$ cat config.mk
export PLATFORM = sky130hd
export DESIGN_NAME = rstmgr_seq
export DESIGN_NICKNAME = d
export VERILOG_FILES = /design/src/rtl/rstmgr_seq.sv
export SDC_FILE = /design/constraint.sdc
export NUM_CORES = 1
export LEC_CHECK = 0
export ABC_AREA = 0
export BUFFER_PORTS_ARGS = -buffer_cell sky130_fd_sc_hd__buf_2
export CAP_MARGIN = 20
export CELL_PAD_IN_SITES_DETAIL_PLACEMENT = 0
export CELL_PAD_IN_SITES_GLOBAL_PLACEMENT = 1
export CORE_UTILIZATION = 45
export DETAILED_ROUTE_END_ITERATION = 10
export PLACE_DENSITY_LB_ADDON = 0.1
export SLEW_MARGIN = 30
export SYNTH_ARGS = -nofsm -noshare
export SYNTH_HDL_FRONTEND = slang
export SYNTH_SLANG_ARGS = --single-unit
$ cat constraint.sdc
create_clock -name clk_i -period 5.6 [get_ports clk_i]
set_input_delay 0.28 -clock clk_i [delete_from_list [all_inputs] [get_ports clk_i]]
set_output_delay 0.28 -clock clk_i [all_outputs]
set_load 0.01 [all_outputs]
$ cat src/rtl/rstmgr_seq.sv
// Reset sequencer: stretched, staggered release of NUM_DOMAINS active-low resets plus per-domain software reset.
// Optional sticky reset-cause register enabled by defining RSTMGR_SEQ_CAUSE_EN.
module rstmgr_seq #(
  parameter int unsigned NUM_DOMAINS    = 4,
  parameter int unsigned STRETCH_CYCLES = 16,
  parameter int unsigned STAGGER_CYCLES = 4,
  parameter int unsigned CNT_W          = 8
) (
  input  logic                   clk_i,
  input  logic                   rst_i,
  input  logic                   ndmreset_i,
  input  logic [NUM_DOMAINS-1:0] sw_rst_req_i,
  output logic [NUM_DOMAINS-1:0] domain_rst_no,
  output logic                   rst_done_o,
  output logic [NUM_DOMAINS-1:0] busy_o
`ifdef RSTMGR_SEQ_CAUSE_EN
  ,
  input  logic                   cause_clr_i,
  output logic [2:0]             rst_cause_o
`endif
);

  localparam int unsigned IDX_W = (NUM_DOMAINS > 1) ? $clog2(NUM_DOMAINS) : 1;
  localparam logic [CNT_W-1:0] STRETCH_LOAD = CNT_W'(STRETCH_CYCLES - 1);
  localparam logic [CNT_W-1:0] STAGGER_LOAD = CNT_W'(STAGGER_CYCLES - 1);
  localparam logic [IDX_W-1:0] LAST_IDX     = IDX_W'(NUM_DOMAINS - 1);

  typedef enum logic [1:0] {
    ST_ASSERT  = 2'd0,
    ST_RELEASE = 2'd1,
    ST_IDLE    = 2'd2
  } state_e;

  state_e           state;
  logic [CNT_W-1:0] cnt;
  logic [CNT_W-1:0] scnt;
  logic [IDX_W-1:0] idx;
  logic [CNT_W-1:0] swcnt [NUM_DOMAINS];

  // Sequencer: stretch in ASSERT, staggered release in RELEASE, software resets in IDLE.
  always_ff @(posedge clk_i) begin
    if (rst_i) begin
      state         <= ST_ASSERT;
      cnt           <= STRETCH_LOAD;
      scnt          <= STAGGER_LOAD;
      idx           <= IDX_W'(1);
      domain_rst_no <= '0;
      rst_done_o    <= 1'b0;
      busy_o        <= '0;
      for (int unsigned k = 0; k < NUM_DOMAINS; k++) swcnt[k] <= '0;
    end else begin
      case (state)
        ST_ASSERT: begin
          if (ndmreset_i) begin
            cnt <= STRETCH_LOAD;
          end else if (cnt == '0) begin
            domain_rst_no[0] <= 1'b1;
            idx              <= IDX_W'(1);
            scnt             <= STAGGER_LOAD;
            if (NUM_DOMAINS == 1) begin
              state      <= ST_IDLE;
              rst_done_o <= 1'b1;
            end else begin
              state <= ST_RELEASE;
            end
          end else begin
            cnt <= cnt - CNT_W'(1);
          end
        end

        ST_RELEASE: begin
          if (ndmreset_i) begin
            state         <= ST_ASSERT;
            domain_rst_no <= '0;
            cnt           <= STRETCH_LOAD;
          end else if (scnt == '0) begin
            domain_rst_no[idx] <= 1'b1;
            idx                <= idx + IDX_W'(1);
            scnt               <= STAGGER_LOAD;
            if (idx == LAST_IDX) begin
              state      <= ST_IDLE;
              rst_done_o <= 1'b1;
            end
          end else begin
            scnt <= scnt - CNT_W'(1);
          end
        end

        ST_IDLE: begin
          if (ndmreset_i) begin
            state         <= ST_ASSERT;
            domain_rst_no <= '0;
            rst_done_o    <= 1'b0;
            busy_o        <= '0;
            cnt           <= STRETCH_LOAD;
            for (int unsigned k = 0; k < NUM_DOMAINS; k++) swcnt[k] <= '0;
          end else begin
            // Each domain counts down independently once its request drops.
            for (int unsigned k = 0; k < NUM_DOMAINS; k++) begin
              if (sw_rst_req_i[k]) begin
                domain_rst_no[k] <= 1'b0;
                busy_o[k]        <= 1'b1;
                swcnt[k]         <= STRETCH_LOAD;
              end else if (busy_o[k]) begin
                if (swcnt[k] == '0) begin
                  domain_rst_no[k] <= 1'b1;
                  busy_o[k]        <= 1'b0;
                end else begin
                  swcnt[k] <= swcnt[k] - CNT_W'(1);
                end
              end
            end
          end
        end

        default: begin
          state         <= ST_ASSERT;
          domain_rst_no <= '0;
          rst_done_o    <= 1'b0;
          cnt           <= STRETCH_LOAD;
        end
      endcase
    end
  end

`ifdef RSTMGR_SEQ_CAUSE_EN
  logic ndm_set_c;
  logic sw_set_c;

  assign ndm_set_c = ndmreset_i && ((state == ST_IDLE) || (state == ST_RELEASE));
  assign sw_set_c  = (state == ST_IDLE) && !ndmreset_i && (|sw_rst_req_i);

  // Sticky cause bits {SW, NDM, POR}; a set in the same cycle overrides a clear.
  always_ff @(posedge clk_i) begin
    if (rst_i) begin
      rst_cause_o <= 3'b001;
    end else begin
      rst_cause_o <= (cause_clr_i ? 3'b000 : rst_cause_o) | {sw_set_c, ndm_set_c, 1'b0};
    end
  end
`else
  // Default build carries no reset-cause register.
`endif

endmodule

Yosys cells after proc, flatten, opt, wreduce, memory -nomap -nowiden
Memory sizes are Yosys's and may differ from the RTL's.
Cells that the tools add are included.
Word-level totals
  flip-flop bits (word level): 29
  latch bits: 0
  memory bits (writable): 32
  ROM bits: 0
  input bits: 7
  output and inout port bits: 9
  word-level logic and storage cells: 190
  memories kept: 1
Operators by class
  add/sub/neg operators: 7
  $mul: 0
  div/mod/pow operators: 0
  magnitude comparators: 2
  eq/ne operators: 21
  shift operators: 0
  multiplexer cells: 116
  bitwise gates (word level): 14
  reductions and logical operators: 19
Memories
  swcnt: depth 4, bits a word 8, read ports 4, clocked after Yosys merged registers in 0, write ports 4, RTL line 38  | logic [CNT_W-1:0] swcnt [NUM_DOMAINS];
Operator list (count)
  $mux W8: 19
  $mux W1: 77
  $logic_not A8 Y1: 6
  $sub A8 B1 Y8 const B: 6
  $ne A4 B4 Y1 const B: 8
  $pmux W8 S2: 2
  $reduce_and A5 Y1: 4
  $mux W2: 8
  $mux W4: 4
  $reduce_and A4 Y1: 4
  $ne A2 B2 Y1 const B: 6
  $or A1 B1 Y1: 12
  $ne A3 B3 Y1 const B: 3
  $pmux W3 S3: 1
  $pmux W1 S3: 2
  $pmux W2 S3: 1
  $eq A2 B2 Y1 const B: 2
  $or A4 B4 Y4: 1
  $pmux W2 S2: 1
  $lt A2 B3 Y1 const B: 1
  $add A2 B1 Y2 const B: 1
  $demux W1 S2: 1
  $eq A2 B1 Y1 const B: 1
  $ge A2 B1 Y1 const B: 1
  other kinds (7): 7

Logic depth before layout (Yosys ltp)
Gate-level depths: netlist of run 1.
  depth in word-level cells: 9
  mapped depth: 9
  gate-level depth less buffers: 6

Worst setup path before layout of run 1
OpenSTA, ideal clock, no wires.
  path type: flip-flop to flip-flop
  start point: reg state[0]
  end point: mem swcnt[2][0], enable pin
  library setup time: 0.384 ns
  data arrival time: 2.024 ns
  required time: 5.216 ns
  slack: 3.192 ns
  cell stages (with the launch flop): 7
  path buffers: 2
  period minus slack after synthesis: 2.408 ns
  cell sequence: dfxtp_1 inv_1 ha_1 clkbuf_1 or3b_2 clkbuf_1 o21ai_0
RTL lines
  start: declaration: RTL line 34  | state_e state;
  start signal: assignment: RTL line 43  | state <= ST_ASSERT;
  start signal: assignment: RTL line 61  | state <= ST_IDLE;
  start signal: assignment: RTL line 64  | state <= ST_RELEASE;
  end: declaration: RTL line 38

==> flow_metrics.tcl, run 1 <==
set metrics [dict create \
    wl_per_cell_um 15.4 \
    power.share.clock_pct 41.3 \
    critPathLaunchType "flop" \
    antenna_found_initial 0 \
    tns_ns 0 \
    tritoncts "built" \
    core-area_mm2 0.00741 \
    synth_area_leaders "dfxtp_1 (21%), edfxtp_1 (21%), ha_1 (6.4%)" \
    rsz0062_at_grt "no" \
    drt_iter0_drc 153 \
    maxSlewViolCount 0 \
    path_clk_slew_ns 0.07 \
    die_area_mm2 0.00815 \
    switchingPower_uw 198 \
    route.met2.wl_um 3440 \
    critPathRequiredTime_ns 5.66 \
    fin_area_mm2 0.00384 \
    p_leak_uw 0.00139 \
    fin_crit_sh_pct 49.8 \
    startpoint "swcnt[0][0]" \
    max_clock_freq_ghz 0.358 \
    root_buffer "clkbuf_8" \
    num_rows 31 \
    grt_pass1_vias 2783 \
    vias 3008 \
    syn_nets 421 \
    final_cell_mix "dfxtp_1 (37), nor2_1 (31), o21ai_0 (31)" \
    end_kind "flop" \
    maxSlewHeadroom_pct 37.7 \
    synth.avg_cell_area_um2 8.85 \
    seq_power_share_pct 54.2 \
    hold_path_startpoint "sw_rst_req_i[0]" \
    pin_count 16 \
    top_layer "met4" \
    cts_max_level 3 \
    ys_ff_latch 61 \
    ir_drop_mv 0.118 \
    dp.cells 498 \
    hold_class "primary input to flop" \
    die_w_um 90.3 \
    area_growth_pct 9.64 \
    initial_utilization_pct 47.3 \
    synthDistinctLibCells 49 \
    met1_length_um 4150 \
    intPower_uw 687 \
    skew_ns 0.00949 \
    cp_cell_sequence "inv_1 > ha_1 > nor4b_1 > a21oi_1 > a2111oi_1 > o22ai_1" \
    netlist_instances 396 \
    ys.flop_type "dfxtp_1" \
    drcViolationCount 0 \
    final_nets 435 \
    hold_violations 0 \
    die_height_um 90.3 \
    cp_data_arrival_time_ns 2.85 \
    hold_buffers 0 \
    switching_share_pct 22.4 \
    drt-pass1-iter-count 6 \
    gp_congestion 0.779 \
    fillers 697 \
    yosys.area.top_type "dfxtp_1" \
    numCtsBuffers 9 \
    synthArstFlopShare_pct 0 \
    status "complete, no violations" \
    critical_path_class "flop to flop" \
    ys_warn_count 0 \
    hpwl_um 5650 \
    post_cts_buffers 0 \
    drive_gt1_share_pct 7.95 \
    diodes 0 \
    maxCapViolations 0 \
    wirelength_um 7930 \
    post_cts_resized 0 \
    final_common_cell "dfxtp_1" \
    grt.total_usage_pct 20.5 \
    clockBufferDepth 2 \
    antenna_left 0 \
    crit_path_top_delay_cell "a2111oi_1" \
    cts_sinks 61 \
    instances_no_fill 514 \
    critPathMaxStageDelay_ns 0.75 \
    grt_max_degree 22 \
    synth_edf_count 24 \
    yosysSeqAreaShare_pct 41.7 \
    fin_crit_ns 2.79 \
    syn_area_mm2 0.00350 \
    reg2reg_slack_ns 2.81 \
    cp_max_fo 5 \
    drt-vias-per-instance 5.85 \
    setup_violations 0 \
    port_buffers 15 \
    power_frac_comb_pct 4.5 \
    synth_top_area_share_pct 21.1 \
    max_slew.worst_pin.slew_ns 0.934 \
    dr_wl_met3_um 216 \
    p_per_area_mw_per_mm2 230 \
    globalRoute.totalOverflow 0 \
    grt_pass1_wl_um 13500 \
    insertion_delay_ns 0.33 \
    placed_area_mm2 0.00366 \
    rr_startpoint "swcnt[0][0]" \
]
-- cells in the mapped netlist (all sizes together), types with 5 or more instances --
| cell | count |
|---|---|
| nor2 | 31 |
| nand2 | 23 |
| xnor2 | 13 |
| xor2 | 6 |
| o21ai | 34 |
| inv | 24 |
| ha | 18 |
| o22ai | 5 |
| or3 | 8 |
| o311ai | 5 |
| nand2b | 8 |
| edfxtp | 24 |
| nor3 | 12 |
| dfxtp | 37 |
| clkbuf | 11 |
| a21oi | 22 |
| nand4 | 6 |
| nand3 | 30 |
| or4 | 7 |
| a31oi | 7 |
| nor4 | 12 |
-- routing by layer --
metal	global-route usage, %	up-vias
li1	-	1529
met1	29.4	1428
met2	31.2	42
met3	2.95	9
met4	7.93	0
met5	0	-
-- cell type report --
type                    instances  area (um^2)  share of cell area, %
inverters                      24         90.1                   2.34
flip-flops and latches         61         1460                   38.0
clock buffers                  12          135                   3.52
clock inverters                 4         42.5                   1.11
well taps                      99          124                   3.22
multi-input cells             299         1910                   49.8
repair buffers                 15         75.1                   1.95
-- logic make-up after synthesis --
group	Yosys count	synth area share [%]
simple gates	157	23.9
compound gates	103	18.7
flops	61	41.7
buf+inv	36	3.89
xor+xnor	19	4.75
fa+ha+maj	18	6.43
mux	2	0.571
-- registers in the layout, indices dropped and copies added, names as in the netlist --
signal	count
cnt	8
swcnt	32
domain_rst_no	4
scnt	8
busy_o	4
rst_done_o	1
idx	2
state	2
-- worst max-delay path, delay by kind of cell (launching register included) --
family	cells	cell delay, ns
buffers and inverters	1	0.07
AND/OR/NAND/NOR	1	0.73
adder cells (fa/ha/maj)	1	0.23
AO/OA/AOI/OAI	3	1.15
flip-flops	1	0.35
-- through the flow --
stage / total power [uW] / setup slack (ns) / hold WS (ns) / util, %
floorplan: 515 / 3.19 / 0.416 / -
global placement: 529 / 2.83 / 0.471 / 49.4
detailed placement: 529 / 2.75 / 0.465 / 49.4
CTS: 894 / 2.71 / 0.235 / 51.8
global route: 921 / 2.53 / 0.252 / 51.9
finish: 885 / 2.81 / 0.245 / 51.9
-- final timing paths --
check | end | depth (start not counted)
worst min register to register | cnt[7] | 2
worst min-delay path | busy_o[0] | 3
worst max register to register | swcnt[2][0] | 6
worst max-delay path | swcnt[2][0] | 6
-- power by group through the flow --
stage / logic (uW) / registers (uW) / clock network (uW)
2_1_floorplan: 28.3 / 487 / 0
3_3_place_gp: 39.6 / 489 / 0
3_5_place_dp: 39.8 / 489 / 0
4_1_cts: 40.1 / 479 / 375
5_1_grt: 45.0 / 481 / 395
6_report: 40.3 / 480 / 366
No activity file was read; power rests on OpenSTA's default activity.
==> run 2: changes to the inputs <==
Clock period 5.6 ns to 2.7 ns, I/O delays scaled along.
==> flow_metrics.tcl, run 2 (synthesis gave the netlist of run 1 again) <==
set metrics [dict create \
    fin_crit_ns 2.38 \
    initial_utilization_pct 47.3 \
    crit_family "simple AND/OR/NAND/NOR gates" \
    timing.rr.end "scnt[7]" \
    hpwl_um 5720 \
    grt_pass1_vias 2887 \
    drcViolationCount 0 \
    hold_path_startpoint "sw_rst_req_i[2]" \
    p_per_area_mw_per_mm2 450 \
    die_area_mm2 0.00815 \
    drt-vias-per-instance 5.77 \
    fin_crit_sh_pct 88.1 \
    critPathRequiredTime_ns 2.97 \
    largestRegisters "swcnt (32), cnt (8), scnt (8)" \
    wirelength_um 8060 \
    use_met3_pct 3.45 \
    hold_end "busy_o[2]" \
    pin_count 16 \
    whs_path_depth 3 \
    cts_sinks 61 \
    vias 3077 \
    drt_iter0_drc 213 \
    die_w_um 90.3 \
    critPathLaunchType "flop" \
    numCtsBuffers 9 \
    tns_ns 0 \
    rsz0062_at_grt "no" \
    maxSlewHeadroom_pct 51.4 \
    final_nets 454 \
    reg2reg_slack_ns 0.32 \
    maxCapViolations 0 \
    final_cell_mix "dfxtp_1 (37), o21ai_0 (32), nor2_1 (31)" \
    tritoncts "built" \
    antenna_left 0 \
    drt-pass1-iter-count 4 \
    core-area_mm2 0.00741 \
    cts_max_level 3 \
    cp_data_arrival_time_ns 2.65 \
    final_common_cell "dfxtp_1" \
    cp_max_fo 13 \
    hold_class "primary input to flop" \
    root_buffer "clkbuf_8" \
    gp_congestion 0.799 \
    path_buf_inv 1 \
    grt_max_degree 21 \
    num_rows 31 \
    critical_path_class "flop to flop" \
    maxSlewViolCount 0 \
    largest_register_ffs 32 \
    insertion_delay_ns 0.35 \
    rr_startpoint "state[0]" \
    drive_gt1_share_pct 12.4 \
    max_clock_freq_ghz 0.421 \
    globalRoute.totalOverflow 0 \
    antenna_found_initial 0 \
    cp_cell_sequence "inv_1 > ha_1 > or3b_2 > o31a_1 > or4_1 > a31oi_1" \
    grt_pass1_wl_um 13600 \
    use_met1_pct 28.8 \
    clockBufferDepth 2 \
    met2_usage_pct 32.4 \
    post_cts_buffers 0 \
    grt_busiest_layer "met2" \
    pre_cts_ws_ns 0.348 \
    max_slew.worst_pin.slew_ns 0.724 \
    top_register "swcnt" \
    port_buffers 15 \
    setup_violations 0 \
    ir_drop_mv 0.221 \
    hold_violations 0 \
    post_cts_resized 0 \
    p_leak_uw 0.00147 \
    status "complete, no violations" \
    die_height_um 90.3 \
    critPathMaxStageDelay_ns 0.58 \
    end_kind "flop" \
    grt.total_usage_pct 20.9 \
    diodes 0 \
    hold_buffers 0 \
    worstRegToRegCells 6 \
    area_growth_pct 13.0 \
    path_clk_slew_ns 0.07 \
    skew_ns 0.00920 \
    setup_ws_ns 0.322 \
    crit_path_top_delay_cell "or3b_2" \
    wl_per_cell_um 15.1 \
]
-- run 2: worst register-to-register path: stages, from the launching register on --
cell and delay [ns]:
dfxtp_1 0.39, inv_1 0.10, ha_1 0.38, or3b_2 0.58, o31a_1 0.22, or4_1 0.49
a31oi_1 0.16
-- run 2: power by group --
| group | total, uW | switching [uW] | internal (uW) |
|---|---|---|---|
| Combinational | 89.8 | 54.4 | 35.4 |
| Sequential | 994 | 19.2 | 974 |
| Clock | 697 | 370 | 327 |
-- run 2: cell type report --
| cell class | instances | area [um^2] |
|---|---|---|
| Clock inverter | 5 | 27.5 |
| Clock buffer | 11 | 131 |
| Timing Repair Buffer | 34 | 218 |
| Inverter | 24 | 90.1 |
| Fill cell | 703 | 3450 |
| Multi-Input combinational cell | 299 | 1910 |
| Sequential cell | 61 | 1460 |
| Tap cell | 99 | 124 |
-- run 2: per-layer routing --
metal | wire length (um) | vias to the layer above
li1 | - | 1556
met1 | 3990 | 1441
met2 | 3540 | 67
met3 | 375 | 13
met4 | 146 | 0
met5 | 0 | -
-- run 2: per-stage QoR --
stage	hold WS, ns	util (%)	instances	area, um^2	power [uW]
after detailed placement	0.440	51.3	517	3800	1100
after floorplan	0.271	-	396	3500	1070
after global placement	0.438	51.3	517	3800	1100
after global routing	0.0975	53.4	533	3960	1840
final	0.0825	53.4	533	3960	1780
after CTS	0.0813	53.4	533	3960	1790
-- run 2: worst max-delay path by stage --
stage / start / cells past startpoint / end / slack [ns]
finish: state[0] / 6 / scnt[7] / 0.32
global route: state[0] / 6 / scnt[7] / 0.18
CTS: state[0] / 6 / scnt[7] / 0.34
detailed placement: state[0] / 6 / scnt[7] / 0.35
global placement: state[0] / 6 / scnt[7] / 0.43
floorplan: state[0] / 6 / swcnt[2][0] / 0.29
